$ cat src/rtl/apb4_bridge_pkg.sv
`default_nettype none
// +----------------------------------------------------------------------------+
// | apb4_bridge_pkg: FSM state, request and response types for the APB4 bridge. |
// | Rev 1.0 - initial release                                                  |
// +----------------------------------------------------------------------------+
package apb4_bridge_pkg;

    // APB4 caps PADDR and PWDATA at 32 bits, so the latched types are sized to that.
    localparam int APB_MAX_ADDR_WIDTH = 32;
    localparam int APB_MAX_DATA_WIDTH = 32;
    localparam int APB_MAX_STRB_WIDTH = APB_MAX_DATA_WIDTH / 8;

    typedef enum logic [1:0] {
        IDLE   = 2'd0,
        SETUP  = 2'd1,
        ACCESS = 2'd2,
        RESP   = 2'd3
    } apb4_bridge_state_e;

    typedef struct packed {
        logic                          write;
        logic [APB_MAX_ADDR_WIDTH-1:0] addr;
        logic [APB_MAX_DATA_WIDTH-1:0] wdata;
        logic [APB_MAX_STRB_WIDTH-1:0] strb;
    } apb4_bridge_req_t;

    typedef struct packed {
        logic [APB_MAX_DATA_WIDTH-1:0] rdata;
        logic                          err;
    } apb4_bridge_rsp_t;

endpackage
`default_nettype wire

$ cat src/rtl/apb4_addr_decoder.sv
`default_nettype none
// +----------------------------------------------------------------------------+
// | apb4_addr_decoder: maps the slave index field of an address to a one-hot   |
// | select plus a hit flag. Rev 1.0 - initial release                          |
// +----------------------------------------------------------------------------+
module apb4_addr_decoder
    import apb4_bridge_pkg::*;
#(
    parameter int ADDR_WIDTH     = 32,
    parameter int NUM_SLAVES     = 4,
    parameter int SLAVE_ADDR_LSB = 12
) (
    input  logic [ADDR_WIDTH-1:0] addr,
    output logic [NUM_SLAVES-1:0] sel,
    output logic                  hit
);

    localparam int C_FIELD_W = ADDR_WIDTH - SLAVE_ADDR_LSB;

    logic [C_FIELD_W-1:0] w_field;

    assign w_field = addr[ADDR_WIDTH-1:SLAVE_ADDR_LSB];

    for (genvar i = 0; i < NUM_SLAVES; i++) begin : g_sel
        assign sel[i] = (w_field == C_FIELD_W'(i));
    end

    assign hit = |sel;

    // Offset bits inside a slave window play no part in the decode.
    if (SLAVE_ADDR_LSB > 0) begin : g_lsb_unused
        logic w_unused_lsbs;
        assign w_unused_lsbs = ^addr[SLAVE_ADDR_LSB-1:0];
    end

endmodule
`default_nettype wire

$ cat src/rtl/apb4_multi_master_bridge.sv
`default_nettype none
// +----------------------------------------------------------------------------+
// | apb4_multi_master_bridge: valid/ready command channel to APB4 requester    |
// | with one-hot PSEL decode. Optional ACCESS timeout: APB4_BRIDGE_TIMEOUT_EN. |
// | Rev 1.0 - initial release                                                  |
// +----------------------------------------------------------------------------+
module apb4_multi_master_bridge
    import apb4_bridge_pkg::*;
#(
    parameter int ADDR_WIDTH     = 32,
    parameter int DATA_WIDTH     = 32,
    parameter int NUM_SLAVES     = 4,
    parameter int SLAVE_ADDR_LSB = 12,
    parameter int TIMEOUT_CYCLES = 16
) (
    input  logic                             pclk,
    input  logic                             presetn,
    input  logic                             req_valid,
    output logic                             req_ready,
    input  logic                             req_write,
    input  logic [ADDR_WIDTH-1:0]            req_addr,
    input  logic [DATA_WIDTH-1:0]            req_wdata,
    input  logic [DATA_WIDTH/8-1:0]          req_strb,
    output logic                             rsp_valid,
    input  logic                             rsp_ready,
    output logic [DATA_WIDTH-1:0]            rsp_rdata,
    output logic                             rsp_err,
    output logic [NUM_SLAVES-1:0]            psel,
    output logic                             penable,
    output logic                             pwrite,
    output logic [ADDR_WIDTH-1:0]            paddr,
    output logic [DATA_WIDTH-1:0]            pwdata,
    output logic [DATA_WIDTH/8-1:0]          pstrb,
    input  logic [NUM_SLAVES*DATA_WIDTH-1:0] prdata,
    input  logic [NUM_SLAVES-1:0]            pready,
    input  logic [NUM_SLAVES-1:0]            pslverr
);

    apb4_bridge_state_e        r_state;
    apb4_bridge_state_e        w_next_state;
    apb4_bridge_req_t          r_req;
    apb4_bridge_rsp_t          r_rsp;
    logic [NUM_SLAVES-1:0]     r_sel;
    logic [NUM_SLAVES-1:0]     w_dec_sel;
    logic                      w_dec_hit;
    logic                      w_pready;
    logic                      w_pslverr;
    logic [DATA_WIDTH-1:0]     w_prdata;
    logic                      w_accept;
    logic                      w_done;
    logic                      w_timeout;

    apb4_addr_decoder #(
        .ADDR_WIDTH     (ADDR_WIDTH),
        .NUM_SLAVES     (NUM_SLAVES),
        .SLAVE_ADDR_LSB (SLAVE_ADDR_LSB)
    ) u_dec (
        .addr (req_addr),
        .sel  (w_dec_sel),
        .hit  (w_dec_hit)
    );

    // Only the selected slave's handshake and data are observed.
    assign w_pready  = |(pready & r_sel);
    assign w_pslverr = |(pslverr & r_sel);

    always_comb begin
        w_prdata = '0;
        for (int i = 0; i < NUM_SLAVES; i++) begin
            if (r_sel[i]) begin
                w_prdata = w_prdata | prdata[i*DATA_WIDTH +: DATA_WIDTH];
            end
        end
    end

    assign w_accept = (r_state == IDLE) && req_valid;
    assign w_done   = (r_state == ACCESS) && w_pready;

`ifdef APB4_BRIDGE_TIMEOUT_EN
    localparam int C_TMO_W = ($clog2(TIMEOUT_CYCLES + 1) > 8) ? $clog2(TIMEOUT_CYCLES + 1) : 8;

    logic [C_TMO_W-1:0] r_tmo_cnt;

    always_ff @(posedge pclk or negedge presetn) begin
        if (!presetn) begin
            r_tmo_cnt <= '0;
        end else if (r_state == SETUP) begin
            r_tmo_cnt <= '0;
        end else if ((r_state == ACCESS) && !w_pready) begin
            r_tmo_cnt <= r_tmo_cnt + C_TMO_W'(1);
        end
    end

    // Abort on the edge where the count reaches the limit; a same-cycle pready wins.
    assign w_timeout = (r_state == ACCESS) && !w_pready &&
                       (r_tmo_cnt == C_TMO_W'(TIMEOUT_CYCLES - 1));
`else
    localparam int c_unused_timeout_cycles = TIMEOUT_CYCLES;

    assign w_timeout = 1'b0;
`endif

    always_ff @(posedge pclk or negedge presetn) begin
        if (!presetn) begin
            r_state <= IDLE;
        end else begin
            r_state <= w_next_state;
        end
    end

    always_comb begin
        w_next_state = r_state;
        case (r_state)
            IDLE:    if (req_valid) w_next_state = w_dec_hit ? SETUP : RESP;
            SETUP:   w_next_state = ACCESS;
            ACCESS:  if (w_pready || w_timeout) w_next_state = RESP;
            RESP:    if (rsp_ready) w_next_state = IDLE;
            default: w_next_state = IDLE;
        endcase
    end

    always_ff @(posedge pclk or negedge presetn) begin
        if (!presetn) begin
            r_req <= '0;
            r_rsp <= '0;
            r_sel <= '0;
        end else begin
            if (w_accept) begin
                r_req.write <= req_write;
                r_req.addr  <= APB_MAX_ADDR_WIDTH'(req_addr);
                r_req.wdata <= APB_MAX_DATA_WIDTH'(req_wdata);
                r_req.strb  <= APB_MAX_STRB_WIDTH'(req_write ? req_strb : '0);
                r_sel       <= w_dec_sel;
                r_rsp.rdata <= '0;
                r_rsp.err   <= !w_dec_hit;
            end
            if (w_done) begin
                r_rsp.rdata <= (r_req.write || w_pslverr) ? '0 : APB_MAX_DATA_WIDTH'(w_prdata);
                r_rsp.err   <= w_pslverr;
            end else if (w_timeout) begin
                r_rsp.rdata <= '0;
                r_rsp.err   <= 1'b1;
            end
        end
    end

    assign req_ready = (r_state == IDLE);
    assign rsp_valid = (r_state == RESP);
    assign penable   = (r_state == ACCESS);
    assign psel      = ((r_state == SETUP) || (r_state == ACCESS)) ? r_sel : '0;
    assign pwrite    = r_req.write;
    assign paddr     = r_req.addr[ADDR_WIDTH-1:0];
    assign pwdata    = r_req.wdata[DATA_WIDTH-1:0];
    assign pstrb     = r_req.strb[DATA_WIDTH/8-1:0];
    assign rsp_rdata = r_rsp.rdata[DATA_WIDTH-1:0];
    assign rsp_err   = r_rsp.err;

endmodule
`default_nettype wire

$ cat config.mk
export PLATFORM = sky130hd
export DESIGN_NAME = apb4_multi_master_bridge
export DESIGN_NICKNAME = d
export VERILOG_FILES = /design/src/rtl/apb4_bridge_pkg.sv /design/src/rtl/apb4_addr_decoder.sv /design/src/rtl/apb4_multi_master_bridge.sv
export SDC_FILE = /design/constraint.sdc
export NUM_CORES = 1
export LEC_CHECK = 0
export CELL_PAD_IN_SITES_DETAIL_PLACEMENT = 1
export CELL_PAD_IN_SITES_GLOBAL_PLACEMENT = 1
export CORE_MARGIN = 5
export CORE_UTILIZATION = 29
export DETAILED_ROUTE_END_ITERATION = 10
export PLACE_DENSITY_LB_ADDON = 0.1
export SLEW_MARGIN = 10
export SYNTH_ARGS = -nofsm -noshare
export SYNTH_HDL_FRONTEND = slang
export SYNTH_HIERARCHICAL = 1
export SYNTH_SLANG_ARGS = --single-unit
$ cat constraint.sdc
create_clock -name pclk -period 3.1 [get_ports pclk]
set_clock_uncertainty 0.15 [all_clocks]
set_input_delay 0.62 -clock pclk [delete_from_list [all_inputs] [get_ports pclk]]
set_output_delay 0.62 -clock pclk [all_outputs]
set_load 0.02 [all_outputs]
## Yosys cells after proc, flatten, opt, wreduce, memory -nomap -nowiden

Cells that the tools add are included.

| storage, ports and cells | value |
|---|---|
| register bits | 108 |
| latch bits | 0 |
| RAM bits | 0 |
| ROM bits | 0 |
| input port bits | 209 |
| memories kept | 0 |

| operators by class | value |
|---|---|
| add/subtract/negate cells | 0 |
| multiply operators | 0 |
| divide/modulo/power cells | 0 |
| magnitude comparators | 0 |
| equality and inequality tests | 9 |
| shift-type cells | 0 |
| multiplexer cells | 14 |
| bitwise operators | 5 |
| reductions and logical operators | 12 |

Operators with widths:

| cell | number |
|---|---|
| two-way mux 32 bit | 5 |
| OR 32 bit | 3 |
| two-way mux 33 bit | 2 |
| equality test 20 x 2 -> 1 bit (second input constant) | 2 |
| equality test 20 x 1 -> 1 bit (second input constant) | 1 |
| zero test 20 bit | 1 |
| OR reduction 4 bit | 3 |
| AND 4 bit | 2 |
| two-way mux 2 bit | 4 |
| two-way mux 4 bit | 2 |
| one-hot mux 2 bit (4 select lines) | 1 |
| equality test 2 bit (second input constant) | 2 |
| inequality test 2 x 1 -> 1 bit (second input constant) | 2 |
| AND reduction 3 bit | 1 |
| equality test 2 x 1 -> 1 bit (second input constant) | 1 |
| logical AND 1 bit | 2 |
| zero test 2 bit | 1 |
| logical OR 1 bit | 2 |
| inequality test 2 bit (second input constant) | 1 |
| nonzero test 2 bit | 1 |
| zero test 1 bit | 1 |

## Longest topological paths before layout

Gate-level depths: netlist of the first run.

| logic depth | value |
|---|---|
| word-level depth | 9 |
| depth in mapped cells | 8 |
| mapped depth without buffers | 6 |

## Cells and area by module

Netlist of the first run, hierarchy kept.

Modules (own cells, without submodules):

| module | times used | cells each | area an instance (µm²) | seq. area each (µm²) |
|---|---|---|---|---|
| apb4_multi_master_bridge | 1 | 378 | 4849.7 | 2702.6 |
| apb4_addr_decoder | 1 | 14 | 98.8 | 0.0 |

## Least setup slack after synthesis of the first run

OpenSTA, ideal clock, no wires.

| timing | value |
|---|---|
| path kind | flip-flop to flip-flop |
| start | reg r_state[0] |
| end | reg r_rsp (netlist bit rsp_rdata[10]) |
| setup time | 0.121 ns |
| arrival | 1.581 ns |
| setup slack | 1.248 ns |
| cell stages (with the launch flop) | 8 |
| path buffers | 2 |
| clock period less this slack | 1.852 ns |
| cell sequence | dfrtp_1 > inv_1 > ha_1 > nand2_1 > and2_4 > buf_12 > buf_12 > a22o_1 |

| between the ends | value |
|---|---|
| word-level cells in the longest chain between the ends | 3 |
| elaborated cells on any way between the ends | 6 |
| those cells by class | eq/ne: 1; mux: 1; reduce/logical: 4 |

Ends and longest elaborated chain:

| item | line | source |
|---|---|---|
| start: declaration | apb4_multi_master_bridge.sv:39 | `apb4_bridge_state_e r_state;` |
| start signal: assignment | apb4_multi_master_bridge.sv:107 | `r_state <= w_next_state;` |
| zero test 2 bit | n/a |  |
| net req_ready | apb4_multi_master_bridge.sv:19 | `output logic req_ready,` |
| logical AND 1 bit | apb4_multi_master_bridge.sv:76 | `assign w_accept = (r_state == IDLE) && req_valid;` |
| nonzero test 2 bit (no line) | n/a |  |
| end: declaration | apb4_multi_master_bridge.sv:42 | `apb4_bridge_rsp_t r_rsp;` |

The timed path passes the listed nets, and every way through them passes these cells.
A chain may end at the register's enable or synchronous reset.

## Worst setup path in the final report of the first run

| timing | value |
|---|---|
| start | reg r_sel[3] |
| end | out psel[3] |

| between the ends | value |
|---|---|
| word-level cells in the longest chain between the ends | 1 |

Ends and longest elaborated chain:

| item | line | source |
|---|---|---|
| start: declaration | apb4_multi_master_bridge.sv:43 | `logic [NUM_SLAVES-1:0] r_sel;` |
| start signal: assignment | apb4_multi_master_bridge.sv:133 | `r_sel <= w_dec_sel;` |
| two-way mux 4 bit | apb4_multi_master_bridge.sv:150 | `assign psel = ((r_state == SETUP) \|\| (r_state == ACCESS)) ? r_sel : '0;` |
| end: declaration | apb4_multi_master_bridge.sv:28 | `output logic [NUM_SLAVES-1:0] psel,` |

No other way between the ends.

==> metrics.md, run 1 <==
| Metric | Value |
|---|---|
| Fmax | 370 MHz |
| Seq. cell area | 2700 sq um |
| Busiest grt layer | met2 |
| Flop-to-flop setup slack | 0.95 ns |
| Global Route met2 Usage | 34.5% |
| Ys flop type | dfrtp_1 |
| Final worst path period share | 87.1% |
| Die width | 141 um |
| Total Wirelength | 20,100 um |
| Nets | 914 |
| Num ports | 318 |
| Cell Area, Synth | 4950 sq um |
| Finish-stage setup viols | 0 |
| Post-DRT Antenna Nets | 0 |
| Ys Warns | 6 |
| CTS tree | done |
| Peak supply drop | 0.426 mV |
| Vias per inst | 4.93 |
| Clk Latency, worst-skew pair | 0.34 ns |
| Filler Cell Count | 1,745 |
| Final Hold Vio Count | 0 |
| Post-Layout Cell Count | 926 |
| Die Ht | 141 um |
| Via count | 4,568 |
| Max-Cap Viols | 0 |
| Largest net degree at the start of global routing | 53 |
| Clock Sinks | 108 |
| Setup_tns | 0 ns |
| Placer Congestion | 0.940 |
| Slew HR | 53.6% |
| Placed Instances | 910 |
| Final Slew Violations | 0 |
| P&R area growth vs syn | 74.8% |
| Power density of the placed cells | 725 nW/um^2 |
| Number of DRC markers in iteration 0 | 223 |
| Area of the multi-input gates | 2030 sq um |
| M3 GR Usage | 8.26% |
| Total GRT Usage | 19.8% |
| Post-synthesis register bit count | 108 |
| Hold slack | 0.160 ns |
| Static Leak | 3.64 nW |
| RSZ-0062 raised after global routing | no |
| Grt ovf | 0 |
| First-pass GRT wire length | 30,600 um |
| Seq/Total Area, Yosys | 54.6% |
| Min-delay worst type | in2async |
| Die Area | 19,800 sq um |
| CP Max Fanout | 12 |
| CP Class | reg2out |
| Worst EP required | 2.33 ns |
| Post-DP HPWL | 15,800 um |
| Gate Count Post-Synth | 392 |
| Final min period | 2.70 ns |
| H-tree levels | 3 |
| Distinct cells, synth | 33 |
| Worst-path clk slew | 0.07 ns |
| Vias in the first global route | 5,184 |
| Antenna diodes | 0 |
| Starting density of the core | 29.7% |
| Status | finished, final reports clean |
| Cts bufs inserted | 9 |
| Core box area | 16,600 sq um |
| FP Rows | 47 |
| 1st-pass router iterations | 4 |
| Post-synth EDFFs | 0 |
| Worst Path Arrival | 1.93 ns |
| Layout cells sized above 1 | 14.0% |
| Syn avg cell area | 12.6 sq um |
| Maximum buffer depth of the clock tree | 2 |
| Antenna violations before repair | 0 |
| Post-CTS setup buffers | 0 |
| Post-cts resize count | 0 |
| Hold_buf cts | 0 |
| Met1 usage | 21.9% |
| Syn nets | 604 |
| IO Port Bufs | 317 |
| Startpoint Class | register |
| Post-synthesis async set-or-reset flop share | 100% |
| Avg WL per Cell | 21.7 um |
| CP endpoint kind | primary output |
| Worst-Margin Slew | 0.696 ns |
| Clk Tree Root Cell | clkbuf_16 |
| DRC viols | 0 |
metrics by stage:
stage	worst slack, ns	util (%)	power [mW]	instance area (sq um)
after floorplan	1.25	-	3.56	4950
after global placement	0.297	49.9	5.00	8310
after detailed placement	0.223	49.9	5.09	8310
after CTS	0.333	51.9	6.39	8640
after global routing	0.284	52.0	6.61	8650
final	0.400	52.0	6.27	8650
power breakdown:
group	total [mW]	internal [mW]	switching [mW]	leakage, nW
registers	2.14	1.89	0.245	1.36
logic	2.87	1.54	1.33	2.13
clock network	1.26	0.732	0.524	0.160
total	6.27	4.17	2.10	3.64
cell usage in the layout (no fill, tap or decap), drive strengths merged:
master,Yosys,layout
a22oi,66,66
clkinv,0,2
mux2i,1,1
nor3,2,2
nor2,4,4
a22o,34,34
bufinv,0,2
nand2,45,45
nor4,6,6
ha,3,3
nand3,1,1
a21oi,1,1
clkdlybuf4s50,0,316
o211ai,1,1
inv,5,6
dfrtp,108,108
buf,22,14
o21ai,5,5
clkbuf,9,10
a221oi,1,1
and2,5,5
mux2,69,69
nor4b,1,1
o32a,1,1
nor2b,1,1
o21a,1,1
final timing paths:
kind	from	end	cells after the start
worst min-delay path	presetn	rsp_rdata[18]$_DFFE_PN0P_	1
worst min register to register	paddr[7]$_DFFE_PN0P_	paddr[7]$_DFFE_PN0P_	1
max in group asynchronous	presetn	rsp_rdata[31]$_DFFE_PN0P_	2
worst max-delay path	r_sel[3]$_DFFE_PN0P_	psel[3]	2
min in group pclk	paddr[7]$_DFFE_PN0P_	paddr[7]$_DFFE_PN0P_	1
worst max register to register	r_sel[2]$_DFFE_PN0P_	rsp_rdata[21]$_DFFE_PN0P_	6
synthesized netlist by cell type (2+ instances only):
master	instances	area, sq um
ha_1	3	37.5
nand2_1	45	169
buf_12	4	80.1
buf_2	12	60.1
a22o_1	33	289
inv_1	5	18.8
clkbuf_1	9	33.8
dfrtp_1	108	2700
nor4_1	4	25.0
a22oi_1	66	495
and2_1	4	25.0
nor4_2	2	25.0
nor2_1	4	15.0
mux2_1	8	90.1
o21ai_1	4	20.0
mux2_2	61	687
buf_4	2	15.0
buf_1	3	11.3
flip-flops by register name, summed over array words and instances, names as in the netlist:
register	flops
paddr	32
pstrb	4
pwdata	32
pwrite	1
r_sel	4
r_state	2
rsp_err	1
rsp_rdata	32
layout make-up:
cell class              count  area share, %
well taps                 220           3.18
multi-input cells         248           23.5
flip-flops and latches    108           31.2
clock inverters             5          0.984
repair buffers            330           38.2
inverters                   5          0.217
clock buffers              10           2.76
kinds of logic after synthesis:
group	synth area share (%)
buffers and inverters	4.65
flip-flops	54.6
multiplexers	15.9
adder cells (fa/ha/maj)	0.759
AO/OA/AOI/OAI	17.7
AND/OR/NAND/NOR	6.35
per-layer routing:
layer / vias up / part of all wire (%)
met4: 0 / 2.7
met2: 205 / 50
met5: - / 0
met1: 2251 / 37
li1: 2082 / -
met3: 30 / 10
critical path: stages, from the launching register on:
cell             delay (ns)
dfrtp_1                0.72
and2_1                 0.23
clkdlybuf4s50_1        0.64
Power figures use the tool's default switching activity.
==> inputs of run 2 (changes only) <==
Settings changed: SLEW_MARGIN 10 to 20.
==> run 2 against run 1 <==
  * Sequential power about the same
  * Non-clock buffer count unchanged
  * Maximum frequency barely moved
  * Die area unchanged
  * Largest cell class unchanged
  * Largest power group unchanged
==> metrics.md, run 2 (same netlist as run 1, synthesis figures left out) <==
| Metric | Value |
|---|---|
| Vias per inst | 4.93 |
| DRC viols | 0 |
| Peak supply drop | 0.426 mV |
| Nets | 914 |
| Crit-path leading delay family | flip-flops |
| Setup_tns | 0 ns |
| Final Slew Violations | 0 |
| Switch Pwr | 2.10 mW |
| WP buf/inv | 1 |
| Starting density of the core | 29.7% |
| Critical Path, Cell by Cell | and2_1 > clkdlybuf4s50_1 |
| Combinational share of power | 45.8% |
| Overall Power | 6.27 mW |
| Hold_buf cts | 0 |
| Final Hold Vio Count | 0 |
| Cts bufs inserted | 9 |
| 1st-pass router iterations | 4 |
| Final min period | 2.70 ns |
| Die Ht | 141 um |
| Worst EP required | 2.33 ns |
| Flop-to-flop setup slack | 0.93 ns |
| Num ports | 318 |
| H-tree levels | 3 |
| Status | finished, final reports clean |
| Final worst path period share | 87.1% |
| CP endpoint kind | primary output |
| Via count | 4,564 |
| Avg WL per Cell | 21.7 um |
| Power density of the placed cells | 725 nW/um^2 |
| Worst-Margin Slew | 0.697 ns |
| Placed Area | 8310 sq um |
| Clock Sinks | 108 |
| Pint | 4.17 mW |
| Max-Cap Viols | 0 |
| Worst-path clk slew | 0.07 ns |
| First-pass GRT wire length | 30,600 um |
| Antenna violations before repair | 0 |
| RSZ-0062 raised after global routing | no |
| Antenna diodes | 0 |
| Most common cell after layout, fill and taps aside | clkdlybuf4s50_1 |
| PnR worst setup slack | 0.400 ns |
| Layout cells sized above 1 | 14.0% |
| Sw frac | 33.6% |
| Post-route design area | 8650 sq um |
| Total Wirelength | 20,100 um |
| Maximum buffer depth of the clock tree | 2 |
| Post-cts resize count | 0 |
| Clock Power Share | 20.1% |
| Core box area | 16,600 sq um |
| Static Leak | 3.64 nW |
| Post-DP HPWL | 15,800 um |
| Min-delay worst type | in2async |
| CP Class | reg2out |
| Slew HR | 53.5% |
| Grt ovf | 0 |
| CP Max Fanout | 12 |
| Post-DRT Antenna Nets | 0 |
| Register share of total power | 34.1% |
| Vias in the first global route | 5,184 |
| Worst Path Arrival | 1.93 ns |
| Finish-stage setup viols | 0 |
| CTS tree | done |
| Max stage delay on crit path | 0.72 ns |
| Largest net degree at the start of global routing | 53 |
| Pre-CTS setup slack | 0.223 ns |
| Clk Tree Root Cell | clkbuf_16 |
| Die width | 141 um |
| Commonest cells after routing, fill and taps aside | 316 x clkdlybuf4s50_1, 108 x dfrtp_1, 66 x a22oi_1 |
| CP max stage cell | dfrtp_1 |
| Startpoint Class | register |
| Number of DRC markers in iteration 0 | 202 |
| Post-CTS setup buffers | 0 |
| IO Port Bufs | 317 |
| Fmax | 370 MHz |
| Die Area | 19,800 sq um |
| Clk Latency, worst-skew pair | 0.34 ns |
| Placer Congestion | 0.940 |
| FP Rows | 47 |
| Total GRT Usage | 19.8% |
| P&R area growth vs syn | 74.8% |
-- run 2: cell counts in the layout (fill, tap and decap cells not counted) --
No cell type changed its count.
-- run 2: metrics by stage --
stage | instances | hold WS (ns) | util, %
final | 926 | 0.159 | 52.0
after global routing | 926 | 0.231 | 52.0
after global placement | 910 | 0.322 | 49.9
after CTS | 925 | 0.189 | 51.9
after detailed placement | 910 | 0.334 | 49.9
after floorplan | 392 | 0.174 | -
-- run 2: final cells by class --
class | count | area [sq um]
inverter | 5 | 18.8
multi-input combinational | 248 | 2030
clock buffer | 10 | 239
sequential | 108 | 2700
timing repair buffer | 330 | 3300
clock inverter | 5 | 85.1
tap | 220 | 275
fill | 1743 | 7990
-- run 2: final timing paths --
path,from,end,cells after the start
max,r_sel[3]$_DFFE_PN0P_,psel[3],2
min,presetn,rsp_rdata[18]$_DFFE_PN0P_,1
max reg2reg,r_sel[2]$_DFFE_PN0P_,rsp_rdata[21]$_DFFE_PN0P_,6
min reg2reg,paddr[9]$_DFFE_PN0P_,paddr[9]$_DFFE_PN0P_,1
max in group asynchronous,presetn,rsp_rdata[31]$_DFFE_PN0P_,2
min in group pclk,paddr[9]$_DFFE_PN0P_,paddr[9]$_DFFE_PN0P_,1
-- run 2: power groups by stage --
| stage | combinational, mW | clock (mW) | sequential (mW) |
|---|---|---|---|
| floorplan | 0.838 | 0 | 2.72 |
| global placement | 2.86 | 0 | 2.13 |
| detailed placement | 2.92 | 0 | 2.17 |
| CTS | 2.93 | 1.31 | 2.15 |
| global route | 3.04 | 1.37 | 2.20 |
| finish | 2.87 | 1.26 | 2.14 |
-- run 2: layer usage --
metal | wire length (um) | track usage (%) | vias up
li1 | - | - | 2079
met1 | 7440 | 21.9 | 2249
met2 | 10100 | 34.5 | 208
met3 | 2080 | 8.26 | 28
met4 | 525 | 6.78 | 0
met5 | 0 | 0 | -
==> inputs of run 3 (changes only) <==
Settings changed: CAP_MARGIN set to 10.
==> results of run 3 <==
The final DEF is identical to that of run 2; final timing and power are the same.
